--- src/rtl/inst_loader_pkg.sv ---
// Shared types and helpers for the boot-time instruction loader.
package inst_loader_pkg;

  typedef enum logic [2:0] {
    LD_IDLE, LD_LEN, LD_DATA, LD_FIN, LD_CHK, LD_DONE, LD_ERR
  } ld_state_e;

  localparam int unsigned BYTES_PER_WORD = 4;

  // Word index to byte address; wraps modulo 2^32.
  function automatic logic [31:0] word_addr(input logic [31:0] base, input logic [31:0] idx);
    return base + {idx[29:0], 2'b00};
  endfunction

endpackage

--- src/rtl/inst_loader_byte_packer.sv ---
// Packs accepted bytes MSB first into 32-bit words; word_vld_o fires with the 4th byte.
module inst_loader_byte_packer
  import inst_loader_pkg::*;
(
  input  logic        clk,
  input  logic        rst,
  input  logic        clr_i,
  input  logic        take_i,
  input  logic [7:0]  byte_i,
  output logic [31:0] word_o,
  output logic        word_vld_o
);

  logic [1:0]  cnt_q;
  logic [23:0] sh_q;

  always_ff @(posedge clk) begin
    if (!rst || clr_i) begin
      cnt_q <= '0;
      sh_q  <= '0;
    end else if (take_i) begin
      cnt_q <= cnt_q + 2'd1;
      sh_q  <= {sh_q[15:0], byte_i};
    end
  end

  // The 4th byte completes the word combinationally so the write lands one cycle later.
  assign word_o     = {sh_q, byte_i};
  assign word_vld_o = take_i && (cnt_q == 2'(BYTES_PER_WORD - 1));

endmodule

--- src/rtl/inst_loader.sv ---
// Streams a length-prefixed big-endian word image into instruction RAM, holding the CPU until done.
// Optional trailing XOR checksum byte: define INST_LOADER_CKSUM_EN.
module inst_loader
  import inst_loader_pkg::*;
#(
  parameter logic [31:0] BASE_ADDR = 32'h0000_0000,
  parameter int unsigned MAX_WORDS = 131071
) (
  input  logic        clk,
  input  logic        rst,
  input  logic        start,
  input  logic [7:0]  in_data,
  input  logic        in_valid,
  output logic        in_ready,
  output logic        mem_we,
  output logic [31:0] mem_addr,
  output logic [31:0] mem_data,
  output logic        busy,
  output logic        done,
  output logic        err,
  output logic        cpu_hold
);

  ld_state_e   state_q;
  logic [31:0] len_q, idx_q, mem_addr_q, mem_data_q;
  logic        in_ready_q, mem_we_q, busy_q, done_q, err_q, cpu_hold_q;
`ifdef INST_LOADER_CKSUM_EN
  logic [7:0]  xor_q;
`endif

  logic        start_ok, take, pk_vld;
  logic [31:0] pk_word;

  // start is only honoured when no load is in flight.
  assign start_ok = start && (state_q == LD_IDLE || state_q == LD_DONE || state_q == LD_ERR);
  assign take     = in_valid && in_ready_q && (state_q == LD_LEN || state_q == LD_DATA);

  inst_loader_byte_packer u_packer (
    .clk       (clk),
    .rst       (rst),
    .clr_i     (start_ok),
    .take_i    (take),
    .byte_i    (in_data),
    .word_o    (pk_word),
    .word_vld_o(pk_vld)
  );

  always_ff @(posedge clk) begin
    if (!rst) begin
      state_q    <= LD_IDLE;
      len_q      <= '0;
      idx_q      <= '0;
      in_ready_q <= 1'b0;
      mem_we_q   <= 1'b0;
      mem_addr_q <= BASE_ADDR;
      mem_data_q <= '0;
      busy_q     <= 1'b0;
      done_q     <= 1'b0;
      err_q      <= 1'b0;
      cpu_hold_q <= 1'b1;
`ifdef INST_LOADER_CKSUM_EN
      xor_q      <= '0;
`endif
    end else begin
      mem_we_q <= 1'b0;
      if (start_ok) begin
        state_q    <= LD_LEN;
        len_q      <= '0;
        idx_q      <= '0;
        in_ready_q <= 1'b1;
        busy_q     <= 1'b1;
        done_q     <= 1'b0;
        err_q      <= 1'b0;
        cpu_hold_q <= 1'b1;
`ifdef INST_LOADER_CKSUM_EN
        xor_q      <= '0;
`endif
      end else begin
        case (state_q)
          LD_LEN: if (pk_vld) begin
            len_q <= pk_word;
            if (pk_word == 32'd0) begin
              state_q    <= LD_FIN;
              in_ready_q <= 1'b0;
            end else if (pk_word > MAX_WORDS) begin
              state_q    <= LD_ERR;
              in_ready_q <= 1'b0;
              busy_q     <= 1'b0;
              err_q      <= 1'b1;
            end else begin
              state_q <= LD_DATA;
            end
          end
          LD_DATA: begin
`ifdef INST_LOADER_CKSUM_EN
            if (take) xor_q <= xor_q ^ in_data;
`endif
            if (pk_vld) begin
              mem_we_q   <= 1'b1;
              mem_addr_q <= word_addr(BASE_ADDR, idx_q);
              mem_data_q <= pk_word;
              idx_q      <= idx_q + 32'd1;
              if (idx_q + 32'd1 == len_q) begin
                state_q    <= LD_FIN;
                in_ready_q <= 1'b0;
              end
            end
          end
`ifdef INST_LOADER_CKSUM_EN
          LD_FIN: begin
            state_q    <= LD_CHK;
            in_ready_q <= 1'b1;
          end
          LD_CHK: if (in_valid && in_ready_q) begin
            in_ready_q <= 1'b0;
            busy_q     <= 1'b0;
            if (in_data == xor_q) begin
              state_q    <= LD_DONE;
              done_q     <= 1'b1;
              cpu_hold_q <= 1'b0;
            end else begin
              state_q <= LD_ERR;
              err_q   <= 1'b1;
            end
          end
`else
          LD_FIN: begin
            state_q    <= LD_DONE;
            busy_q     <= 1'b0;
            done_q     <= 1'b1;
            cpu_hold_q <= 1'b0;
          end
`endif
          default: ;
        endcase
      end
    end
  end

  assign in_ready = in_ready_q;
  assign mem_we   = mem_we_q;
  assign mem_addr = mem_addr_q;
  assign mem_data = mem_data_q;
  assign busy     = busy_q;
  assign done     = done_q;
  assign err      = err_q;
  assign cpu_hold = cpu_hold_q;

endmodule

--- config.mk ---
export PLATFORM = sky130hd
export DESIGN_NAME = inst_loader
export DESIGN_NICKNAME = d
export VERILOG_FILES = /design/src/rtl/inst_loader_pkg.sv /design/src/rtl/inst_loader_byte_packer.sv /design/src/rtl/inst_loader.sv
export SDC_FILE = /design/constraint.sdc
export NUM_CORES = 1
export LEC_CHECK = 0
export CAP_MARGIN = 20
export CELL_PAD_IN_SITES_DETAIL_PLACEMENT = 1
export CELL_PAD_IN_SITES_GLOBAL_PLACEMENT = 1
export CORE_MARGIN = 2
export CORE_UTILIZATION = 46
export DETAILED_ROUTE_END_ITERATION = 10
export PLACE_DENSITY = 0.82
export SLEW_MARGIN = 0
export SYNTH_ARGS = -nofsm -noshare
export SYNTH_HDL_FRONTEND = slang
export SYNTH_HIERARCHICAL = 1
export SYNTH_SLANG_ARGS = --single-unit
--- constraint.sdc ---
create_clock -name clk -period 6.6 [get_ports clk]
set_clock_uncertainty 0.15 [all_clocks]
set_input_delay 0.99 -clock clk [delete_from_list [all_inputs] [get_ports clk]]
set_output_delay 0.99 -clock clk [all_outputs]
set_load 0.005 [all_outputs]
# --- Word-level counts from Yosys, hierarchy flattened ---
# Cells that the tools add are included.
totals:
  input_bits: 12
  reg_bits: 161
classes:
  reduce_logical: 25
  n_eq_ne: 16
  bitwise: 4
  muxes: 19
  order_cmp: 1
  n_addsub: 2
ops:
  columns: ["operator", "n"]
  rows:
  - ["32-bit by 1-bit adder with 32-bit output, second input constant", 1]
  - ["32-bit equality test", 1]
  - ["32-bit by 17-bit greater-than comparator with 1-bit output, second input constant", 1]
  - ["32-bit zero test", 1]
  - ["4-bit AND reduction", 4]
  - ["3-bit 2-to-1 mux", 5]
  - ["1-bit 2-to-1 mux", 11]
  - ["3-bit by 2-bit != test with 1-bit output, second input constant", 3]
  - ["3-bit one-hot mux with 3 select lines", 1]
  - ["3-bit nonzero test", 3]
  - ["3-bit by 2-bit equality test with 1-bit output, second input constant", 2]
  - ["3-bit equality test, second input constant", 2]
  - ["3-bit by 1-bit != test with 1-bit output, second input constant", 2]
  - ["5-bit AND reduction", 1]
  - ["1-bit logical AND", 4]
  - ["1-bit logical OR", 4]
  - ["2-bit != test, second input constant", 2]
  - ["4-bit by 1-bit != test with 1-bit output, second input constant", 1]
  - ["1-bit NOT", 4]
  - ["1-bit one-hot mux with 2 select lines", 2]
  - ["2-bit AND reduction", 2]
  - ["4-bit nonzero test", 1]
  - ["3-bit by 1-bit equality test with 1-bit output, second input constant", 1]
  - ["3-bit zero test", 1]
  - ["7 further kinds", 7]

# --- Logic depth before layout (Yosys ltp) ---
# Gate-level depths: netlist (run 1).
depth:
  ltp_word: 7
  ltp_mapped: 12
  depth_no_buf: 8

# --- By module ---
# Netlist (run 1), hierarchy kept.
modules_own_cells:
  columns: ["mod", "cells_each", "seq_area_each_um2", "area_per_inst_um2", "instances"]
  rows:
  - ["inst_loader", 812, 2702.6, 6490.0, 1]
  - ["inst_loader_byte_packer", 95, 520.5, 1047.3, 1]

# --- Worst setup path before layout (run 1) ---
# No wires, ideal clock.
synth_path:
  path_type: "input to register"
  start: "input in_valid"
  end: "register idx_q[17]"
  path_stages: 11
  arrival_ns: 2.784
  path_buffers: 4
  required_time_ns: 6.322
  setup_ns: 0.128
  slack_ns: 3.538
  path_cell_list: "nand2_1 nor3_1 buf_6 buf_12 and2_1 and2_1 clkbuf_1 clkbuf_1 nand3_1 xor2_1 nor2_1"
synth_via:
  elab_chain_len: 4
synth_lines:
  columns: ["item", "line", "source"]
  rows:
  - ["start: declaration", "inst_loader.sv:13", "input logic in_valid,"]
  - ["1-bit logical AND (2 in series)", "inst_loader.sv:36", "assign take = in_valid && in_ready_q && (state_q == LD_LEN || state_q == LD_DATA);"]
  - ["via take", "inst_loader.sv:31", "logic start_ok, take, pk_vld;"]
  - ["1-bit logical AND", "inst_loader_byte_packer.sv:29", "assign word_vld_o = take_i && (cnt_q == 2'(BYTES_PER_WORD - 1));"]
  - ["via pk_vld", "inst_loader.sv:31", null]
  - ["2-bit AND reduction (no source line)", null, null]
  - ["end signal: assignment", "inst_loader.sv:102", "idx_q <= idx_q + 32'd1;"]
  - ["end: declaration", "inst_loader.sv:25", "logic [31:0] len_q, idx_q, mem_addr_q, mem_data_q;"]
# The timed path passes the listed nets, and every way through them passes these cells.
# A chain may end at the register's enable or synchronous reset.

# --- Worst setup path after layout (run 1) ---
layout_path:
  start: "input in_valid"
  end: "register idx_q[8]"
# Same word-level chain as after synthesis.

==> results.md, run 1 <==
* Number of synthesized flops with an enable pin at 0
* Power per cell area at 238 nW/um^2
* Overall power at 2.10 mW
* IO Port Bufs at 79
* GRT Resource Usage Total at 0.238
* Worst vdd ir at 187 uV
* Post-synth cell types at 69
* RSZ-0062 raised after global routing: false
* Largest family of logic cells by synthesized area: simple AND/OR/NAND/NOR gates
* Fillers at 1912
* Remaining routing DRC violations at 0
* Slew HR at 0.380
* Crit Path Class: primary input to flip-flop
* Final Non-Filler Cells at 1162
* CP required at 6810 ps
* Final nets at 947
* Post-synthesis xor/xnor area fraction at 0.0709
* Dpl hpwl at 14.2 mm
* Clock Sinks at 161
* Worst Reg2Reg Path Length in Cells at 9
* Worst Tran Pin Value at 927 ps
* NetSw at 0.460 mW
* # H-tree levels at 4
* R2r endpoint: idx_q[8]
* Post-Place Cells at 1129
* Via-to-Cell Ratio at 5.51
* Switching share of power at 0.218
* Syn Area/Cell at 8.31 sq um
* Detail Route Antenna Nets at 0
* Synth area leader: dfxtp_1
* Skew-Pair Late Insertion Delay at 430 ps
* Worst reg-to-reg setup slack at 3100 ps
* Ports at 82
* Setup bufs post-CTS at 0
* Initial antenna violation count at 0
* Detailed-route via count at 6401
* Yosys Warn Count at 6
* Synth Area in Adders at 0.00465
* Setup crit start kind: primary input
* Post-Synth Simple-Gate Area at 0.248
* Row cnt at 46
* CORE AREA at 15900 sq um
* Post-synth ARST share at 0
* Post-synthesis mux area share at 0.0387
* Critical R2R Launch: state_q[1]
* Die area at 17400 sq um
* Sequential area share after synthesis at 0.428
* Share of layout cells above drive strength 1 at 0.0634
* Most frequent cells in the layout: nand2_1 (216), dfxtp_1 (161), clkdlybuf4s50_1 (78)
* Final worst-path setup slack at 2780 ps
* Ant. Diodes at 0
* WL final at 20.4 mm
* Gate Count Post-Synth at 907
* Die X-Extent at 132 um
* Ranking of synthesized cells by area: dfxtp_1 (43%), nand2_1 (11%), a21boi_0 (6.2%), xnor2_1 (4.3%), mux2i_1 (3.7%)
* Minimum clock period at 3820 ps
* Clock share of power at 0.511
* Count of max-cap constraint violations at 0
* Layout overhead on the synthesized area at 17.3%
* Power share of the combinational group at 0.025
* Root Buffer: clkbuf_16
* GR peak layer: met2
* Compound-Gate Fraction of Synth Area at 0.142
* Post-DR wirelength/cell at 17.6 um
* First-pass GRT wire length at 33.4 mm
* Vias in the first global route at 6337
* Leak Pwr at 2.79 nW
* Final GP Congestion at 0.891
* CTS tree: built
* Met1 GRT Util at 0.304
* Area share of the largest cell type after synthesis at 0.428
* Setup TNS at 0 ps
* Largest net degree at the start of global routing at 69
* Clock Path Buffers at 2
* Final Setup Violations at 0
* Max Clock Freq at 262 MHz
* Drt first pass iters at 5
* CTS Buf Count at 17
* Initial Util at 0.473
* CP arrival at 4020 ps
* Hold Crit Class: flip-flop to flip-flop
* Worst slack at placement at 2300 ps
* Post-CTS Hold Buffers at 0
* Primary FF master, synth: dfxtp_1
* Multi-input logic area at 3820 sq um
* Max Slew Vio Count at 0
* Vert. Die Dim at 132 um
* Register area at 3220 sq um
* Gr ovfl total at 0
* Met3 Resource Use GR at 0.0396
* Crit share post-route at 0.578
* Worst Hold End: cpu_hold
* Register share of total power at 0.464
* Most common cell after layout, fill and taps aside: nand2_1
* CTS resizes at 0
* Met2 Resource Use GR at 0.408
* Yosys reg bits at 161
* Iter 0 DRT Violations at 432
* Crit path max fanout at 47
* Hold path depth at 1
* Post-Syn Area at 7540 sq um
* Internal Power at 1.64 mW
* Outcome: completed
* Min-delay src: cpu_hold
* Hold Vio Cnt, Final at 0
* Clock-pin slew on the worst setup and hold paths at 70 ps
* Critical Path Sink Type: flip-flop
## cells in the mapped netlist, drive strengths merged (4+ instances only)
master,number
inv,4
nand2,217
nor4,15
nor3,12
mux2i,28
nand4,21
and4,4
a21boi,62
and2,4
clkbuf,52
nor2,65
nor3b,4
nand3,17
buf,27
and3,6
o21ai,18
or4,6
nor2b,4
dfxtp,161
xnor2,37
xor2,24
or3,13
a21oi,54
nand2b,7
## flip-flops by register name, indices dropped and copies added (netlist names)
name	count
idx_q	32
len_q	32
mem_data	32
mem_addr	30
u_packer/sh_q	24
state_q	3
u_packer/cnt_q	2
busy	1
cpu_hold	1
done	1
err	1
in_ready	1
mem_we	1
## layout make-up
cell class	instances	share of cell area
sequential	161	0.365
clock inverter	14	0.0232
multi-input combinational	662	0.432
tap	216	0.0306
inverter	4	0.00170
clock buffer	18	0.0497
timing repair buffer	87	0.0979
## how the worst max path moves through the flow
stage	start	to	slack, ps	cells past startpoint
after global routing	in_valid	idx_q[29]	2530	11
after detailed placement	in_valid	idx_q[8]	2300	10
after floorplan	in_valid	idx_q[17]	3540	11
after global placement	in_valid	idx_q[29]	2390	11
final	in_valid	idx_q[8]	2780	10
after CTS	in_valid	idx_q[8]	2740	10
## power by group through the flow
stage | Combinational (mW) | Sequential [mW] | Clock [mW]
3_3_place_gp | 0.0496 | 0.998 | 0
5_1_grt | 0.0558 | 0.976 | 1.13
3_5_place_dp | 0.0500 | 0.998 | 0
2_1_floorplan | 0.0380 | 0.997 | 0
6_report | 0.0517 | 0.976 | 1.08
4_1_cts | 0.0504 | 0.976 | 1.09
## metal layers
metal	up-vias	share of wire
met5	-	0
met4	0	0.020
met3	32	0.037
li1	3112	-
met2	136	0.49
met1	3121	0.45
## through the flow
stage                     instance area [sq um]  hold slack (ps)  utilization
after CTS                                  8810              314        0.553
after global routing                       8840              341        0.554
final                                      8840              306        0.554
after global placement                     8170              289        0.512
after floorplan                            7540              298            -
after detailed placement                   8170              297        0.512
## critical path, stage by stage
cell and delay, ps:
clkdlybuf4s50_1 460, nand2_1 60, nor3_2 100, buf_4 420
and2_1 340, nand2_2 570, nor2_1 370, nand3_1 160
or3_1 380, a21oi_1 140
## cell families (layout without fill, tap and decap cells)
kind of cell,after synthesis,count (layout)
other cells,1,2
flops,161,161
buf+inv,85,123
fa+ha+maj,3,3
xor+xnor,61,61
simple gates,404,404
mux,29,29
compound gates,163,163
No activity file was read; power rests on OpenSTA's default activity.
==> run 2, diff against run 1 <==
- CORE_UTILIZATION: 46 -> 38
- PLACE_DENSITY: 0.82 -> 0.72
- clock period: 6.6 -> 3.12 ns (I/O delays scaled with it)
==> results.md, run 2 (synthesized netlist as in run 1, its figures left out) <==
* Most common cell after layout, fill and taps aside: nand2_1 (unchanged)
* Initial antenna violation count at 0 (unchanged)
* Skew-Pair Late Insertion Delay at 440 ps (was 430 ps)
* Final Setup Violations at 0 (unchanged)
* Most frequent cells in the layout: nand2_1 (216), dfxtp_1 (160), clkdlybuf4s50_1 (78) (was nand2_1 (216), dfxtp_1 (161), clkdlybuf4s50_1 (78))
* CTS resizes at 0 (unchanged)
* Crit path max fanout at 8 (was 47)
* Hold Vio Cnt, Final at 0 (unchanged)
* Detail Route Antenna Nets at 0 (unchanged)
* Register area at 3220 sq um (about the same)
* Worst Reg2Reg Path Length in Cells at 10 (was 9)
* Detailed-route via count at 6542 (was 6401)
* Hold Crit Class: flip-flop to flip-flop (unchanged)
* Root Buffer: clkbuf_16 (unchanged)
* Clock Sinks at 161 (unchanged)
* Fillers at 2303 (was 1912)
* Ant. Diodes at 0 (unchanged)
* Dpl hpwl at 16.5 mm (was 14.2 mm)
* Setup TNS at 0 ps (unchanged)
* Vias in the first global route at 6422 (was 6337)
* Minimum clock period at 2920 ps
* Count of max-cap constraint violations at 0 (unchanged)
* Ports at 82 (unchanged)
* IO Port Bufs at 79 (unchanged)
* Iter 0 DRT Violations at 490 (was 432)
* Clock-pin slew on the worst setup and hold paths at 70 ps (about the same)
* Max Clock Freq at 342 MHz
* Overall power at 4.21 mW (was 2.10 mW)
* Final GP Congestion at 0.894 (was 0.891)
* CP arrival at 3100 ps (was 4020 ps)
* Remaining routing DRC violations at 0 (unchanged)
* Layout overhead on the synthesized area at 21.8% (was 17.3%)
* First-pass GRT wire length at 35.1 mm (was 33.4 mm)
* Crit share post-route at 0.936
* Final worst-path setup slack at 199 ps (was 2780 ps)
* Leak Pwr at 2.99 nW (was 2.79 nW)
* Post-CTS Hold Buffers at 0 (unchanged)
* Via-to-Cell Ratio at 5.21 (was 5.51)
* Setup crit start kind: flip-flop (was primary input)
* CTS Buf Count at 17 (unchanged)
* CTS tree: built (unchanged)
* Setup bufs post-CTS at 0 (unchanged)
* Largest net degree at the start of global routing at 53 (was 69)
* Worst Tran Pin Value at 544 ps (was 927 ps)
* Hold path depth at 2 (was 1)
* Share of layout cells above drive strength 1 at 0.109 (was 0.0634)
* # H-tree levels at 4 (unchanged)
* Row cnt at 51 (was 46)
* Worst slack at placement at 126 ps (was 2300 ps)
* Power per cell area at 459 nW/um^2 (was 238 nW/um^2)
* Drt first pass iters at 5 (unchanged)
* CP required at 3300 ps (was 6810 ps)
* Outcome: completed (unchanged)
* Die area at 21000 sq um (was 17400 sq um)
* Post-DR wirelength/cell at 17.7 um (was 17.6 um)
* Critical Path Sink Type: flip-flop (unchanged)
* Clock Path Buffers at 2 (unchanged)
* Crit Path Class: flip-flop to flip-flop (was primary input to flip-flop)
* CORE AREA at 19500 sq um (was 15900 sq um)
* Worst vdd ir at 362 uV (was 187 uV)
* Slew HR at 0.634 (was 0.380)
* Vert. Die Dim at 145 um (was 132 um)
* Die X-Extent at 145 um (was 132 um)
* Gr ovfl total at 0 (unchanged)
* RSZ-0062 raised after global routing: false (unchanged)
* Max Slew Vio Count at 0 (unchanged)
* Multi-input logic area at 3830 sq um (was 3820 sq um)
* Final nets at 991 (was 947)
* GRT Resource Usage Total at 0.219 (was 0.238)
* Initial Util at 0.387 (was 0.473)
* WL final at 22.2 mm (was 20.4 mm)
run 2: cell types whose count changed in the layout (fill, tap and decap cells not counted), sizes merged:
cell      before  now
buf            9   53
bufinv         4    0
clkbuf        18   17
clkinv         4    5
clkinvlp       3    2
inv            7   12
run 2: area by class of cell:
class | instances | area share
clock inverters | 15 | 0.0158
flip-flops and latches | 161 | 0.351
well taps | 265 | 0.0361
inverters | 4 | 0.00164
repair buffers | 131 | 0.131
clock buffers | 17 | 0.0464
multi-input cells | 662 | 0.418
run 2: where the power goes:
| part | total [mW] | internal (mW) | switching (mW) |
|---|---|---|---|
| Sequential | 2.06 | 2.06 | 0.00672 |
| Clock | 2.03 | 1.06 | 0.975 |
| Combinational | 0.113 | 0.0454 | 0.0680 |
| Total | 4.21 | 3.16 | 1.05 |
run 2: critical path: stages, from the launching register on:
cell and delay, ps:
dfxtp_1 400, ha_1 210, nand3_2 140, nor4_2 290, buf_4 200, buf_4 150
a311o_1 210, and4_1 200, nand4_1 90, or4_1 570, o21a_1 200
run 2: final timing paths:
| kind | to | from | slack, ps |
|---|---|---|---|
| hold / removal | mem_data[21] | mem_data[21] | 310 |
| setup / recovery | in_ready | idx_q[1] | 200 |
| setup reg to reg | in_ready | idx_q[1] | 200 |
| hold reg to reg | mem_data[21] | mem_data[21] | 310 |
run 2: per-layer routing:
metal | up-vias | part of all wire | global-route usage
met5 | - | 0 | 0
met4 | 0 | 0.029 | 0.0848
met3 | 39 | 0.037 | 0.0392
met2 | 131 | 0.48 | 0.367
met1 | 3179 | 0.46 | 0.280
li1 | 3193 | - | -
run 2: metrics by stage:
stage	instance area [sq um]	util	hold slack, ps	instances
after floorplan	7540	-	298	908
after global placement	8590	0.441	295	1223
after detailed placement	8590	0.441	298	1223
after CTS	9160	0.471	313	1255
after global routing	9180	0.472	334	1255
final	9180	0.472	311	1255
==> run 3, diff against run 2 <==
- ABC_AREA: unset -> 1
- CORE_UTILIZATION: 38 -> 37
- PLACE_DENSITY: 0.72 -> 0.73
==> results.md, run 3 <==
* Max Slew Vio Count at 0 (unchanged)
* Detailed-route via count at 7485 (was 6542)
* CP required at 3300 ps (about the same)
* Most frequent cells in the layout: nand2_1 (299), dfxtp_1 (161), nor2_1 (132) (was nand2_1 (216), dfxtp_1 (160), clkdlybuf4s50_1 (78))
* CTS tree: built (unchanged)
* RSZ-0062 raised after global routing: false (unchanged)
* Min-delay src: rst (was mem_data[21])
* Minimum clock period at 2910 ps (was 2920 ps)
* CTS Buf Count at 17 (unchanged)
* IO Port Bufs at 79 (unchanged)
* Gate Count Post-Synth at 1145 (was 907)
* Slew HR at 0.575 (was 0.634)
* CP top delay family: simple AND/OR/NAND/NOR gates (unchanged)
* Worst stage delay on the critical path at 470 ps (was 570 ps)
* Gr ovfl total at 0 (unchanged)
* Crit Path Class: flip-flop to flip-flop (unchanged)
* Primary FF master, synth: dfxtp_1 (unchanged)
* Leak Pwr at 3.52 nW (was 2.99 nW)
* Critical path buffers and inverters at 0 (was 2)
* Post-synthesis xor/xnor area fraction at 0.00336 (was 0.0709)
* Dpl hpwl at 17.3 mm (was 16.5 mm)
* Internal Power at 3.42 mW (was 3.16 mW)
* Post-Synth Simple-Gate Area at 0.327 (was 0.248)
* Largest net degree at the start of global routing at 111 (was 53)
* Syn Area/Cell at 6.82 sq um (was 8.31 sq um)
* Worst Reg2Reg Path Length in Cells at 16 (was 10)
* Util after Layout at 0.446 (was 0.472)
* Most common cell after layout, fill and taps aside: nand2_1 (unchanged)
* Skew-Pair Late Insertion Delay at 430 ps (was 440 ps)
* Compound-Gate Fraction of Synth Area at 0.156 (was 0.142)
* CP arrival at 3090 ps (was 3100 ps)
* Yosys Warn Count at 6 (unchanged)
* Synth Area in Adders at 0.00320 (was 0.00465)
* Number of synthesized flops with an enable pin at 0 (unchanged)
* Vias in the first global route at 7328 (was 6422)
* Initial Util at 0.374 (was 0.387)
* Power per cell area at 500 nW/um^2 (was 459 nW/um^2)
* Hold Vio Cnt, Final at 0 (unchanged)
* CORE AREA at 20900 sq um (was 19500 sq um)
* Vert. Die Dim at 149 um (was 145 um)
* Largest family of logic cells by synthesized area: simple AND/OR/NAND/NOR gates (unchanged)
* Setup bufs post-CTS at 0 (unchanged)
* Worst vdd ir at 327 uV (was 362 uV)
* First-pass GRT wire length at 39.0 mm (was 35.1 mm)
* WL final at 24.1 mm (was 22.2 mm)
* Worst slack at placement at 232 ps (was 126 ps)
* Drt first pass iters at 5 (unchanged)
* Most Frequent Cell on Critical Path: nand2_1 (was buf_4)
* GRT Resource Usage Total at 0.223 (was 0.219)
* Setup TNS at 0 ps (unchanged)
* Final GP Congestion at 0.852 (was 0.894)
* Clock share of power at 0.440 (was 0.483)
* Root Buffer: clkbuf_16 (unchanged)
* Slowest CP cell: dfxtp_1 (was or4_1)
* R2r endpoint: in_ready (unchanged)
* Final instance area at 9320 sq um (was 9180 sq um)
* Worst reg-to-reg setup slack at 210 ps (was 200 ps)
* Hold Crit Class: primary input to flip-flop (was flip-flop to flip-flop)
* Final Setup Violations at 0 (unchanged)
* Post-DR wirelength/cell at 16.2 um (was 17.7 um)
* Ranking of synthesized cells by area: dfxtp_1 (41%), nand2_1 (14%), nor2_1 (6.4%), a21oi_1 (6.2%), inv_1 (5.5%) (was dfxtp_1 (43%), nand2_1 (11%), a21boi_0 (6.2%), xnor2_1 (4.3%), mux2i_1 (3.7%))
* Die area at 22300 sq um (was 21000 sq um)
* Layout overhead on the synthesized area at 19.3% (was 21.8%)
* Clock Path Buffers at 2 (unchanged)
* Ports at 82 (unchanged)
* Initial antenna violation count at 0 (unchanged)
* Placed Instance Area at 8760 sq um (was 8590 sq um)
* Yosys reg bits at 161 (unchanged)
* Outcome: completed (unchanged)
* # H-tree levels at 4 (unchanged)
* Switching share of power at 0.266 (was 0.249)
* Clock-pin slew on the worst setup and hold paths at 60 ps (was 70 ps)
* Row cnt at 53 (was 51)
* Hold path depth at 3 (was 2)
* NetSw at 1.24 mW (was 1.05 mW)
* Crit share post-route at 0.934 (was 0.936)
* Worst Tran Pin Value at 638 ps (was 544 ps)
* Clock Sinks at 161 (unchanged)
* Post-synthesis mux area share at 0 (was 0.0387)
* Post-CTS Hold Buffers at 0 (unchanged)
* Via-to-Cell Ratio at 5.03 (was 5.21)
* Remaining routing DRC violations at 0 (unchanged)
* Area share of the largest cell type after synthesis at 0.413 (was 0.428)
* Synth area leader: dfxtp_1 (unchanged)
* Ant. Diodes at 0 (unchanged)
* Count of max-cap constraint violations at 0 (unchanged)
* Post-synth top cells: nand2_1 (299), dfxtp_1 (161), nor2_1 (134) (was nand2_1 (217), dfxtp_1 (161), nor2_1 (64))
* Die X-Extent at 149 um (was 145 um)
* Register share of total power at 0.451 (was 0.490)
* Sequential area share after synthesis at 0.413 (was 0.428)
* Worst Hold End: mem_we (was mem_data[21])
* Final Non-Filler Cells at 1488 (was 1255)
* Post-synth ARST share at 0 (unchanged)
* Final nets at 1215 (was 991)
* Post-Syn Area at 7810 sq um (was 7540 sq um)
* Share of layout cells above drive strength 1 at 0.0981 (was 0.109)
* Detail Route Antenna Nets at 0 (unchanged)
* CTS resizes at 0 (unchanged)
* Power share of the combinational group at 0.109 (was 0.027)
* Critical R2R Launch: idx_q[0] (was idx_q[1])
* Max Clock Freq at 343 MHz (was 342 MHz)
* Post-synth cell types at 36 (was 69)
* Critical path, cell by cell: ha_1 -> nand2_2 -> nor2_8 -> nand2_4 -> nand2_1 -> nand2_1 -> nand2_1 -> nand2_1 -> nor2_1 -> nand2_1 -> nor3_1 -> nand3_1 -> nand2_2 -> nand4_1 -> nand2_1 -> nor2_1 (was ha_1 -> nand3_2 -> nor4_2 -> buf_4 -> buf_4 -> a311o_1 -> and4_1 -> nand4_1 -> or4_1 -> o21a_1)
* Iter 0 DRT Violations at 387 (was 490)
* Critical Path Sink Type: flip-flop (unchanged)
* Setup crit start kind: flip-flop (unchanged)
* Post-Place Cells at 1457 (was 1223)
* Final worst-path setup slack at 207 ps (was 199 ps)
* Count leader, synth: nand2_1 (unchanged)
* Crit path max fanout at 8 (unchanged)
run 3: worst max path at each step:
| stage | endpoint | depth (start not counted) | from |
|---|---|---|---|
| finish | in_ready | 16 | idx_q[0] |
| global route | in_ready | 17 | idx_q[0] |
| CTS | in_ready | 16 | idx_q[0] |
| detailed placement | in_ready | 16 | idx_q[0] |
| global placement | in_ready | 15 | idx_q[11] |
| floorplan | mem_addr[30] | 15 | state_q[0] |
run 3: power groups by stage:
stage          Sequential, mW  Combinational, mW  Clock (mW)
5_1_grt                  2.10              0.566        2.17
2_1_floorplan            2.14              0.372           0
3_3_place_gp             2.15              0.498           0
4_1_cts                  2.10              0.513        2.09
3_5_place_dp             2.15              0.509           0
6_report                 2.10              0.510        2.05
run 3: layout make-up:
class                           instances  area [sq um]
Fill cell                            2710         11600
Multi-Input combinational cell        812          3840
Sequential cell                       161          3220
Timing Repair Buffer                   93           903
Clock buffer                           22           454
Inverter                              116           444
Tap cell                              275           344
Clock inverter                          9           109
run 3: worst register-to-register path, delay by kind of cell (launching register included):
| family | cells | cell delay (ps) |
|---|---|---|
| and+or+nand+nor | 15 | 1910 |
| adders and majority gates | 1 | 270 |
| DFF | 1 | 470 |
run 3: per-stage QoR:
step                      power, mW  hold slack, ps
final                          4.66             215
after global routing           4.84             240
after detailed placement       2.66             310
after global placement         2.64             297
after floorplan                2.51             291
after CTS                      4.71             208
run 3: cell families after synthesis:
kind of cell,after synthesis
adder cells (fa/ha/maj),2
other,1
AO/OA/AOI/OAI,220
buffers and inverters,173
AND/OR/NAND/NOR,585
flip-flops,161
XOR/XNOR,3
run 3: metal layers:
metal / global-route usage / vias to the layer above / part of all wire
met3: 0.0391 / 23 / 0.032
met5: 0 / - / 0
met1: 0.307 / 3547 / 0.49
met2: 0.363 / 138 / 0.46
li1: - / 3777 / -
met4: 0.0562 / 0 / 0.016
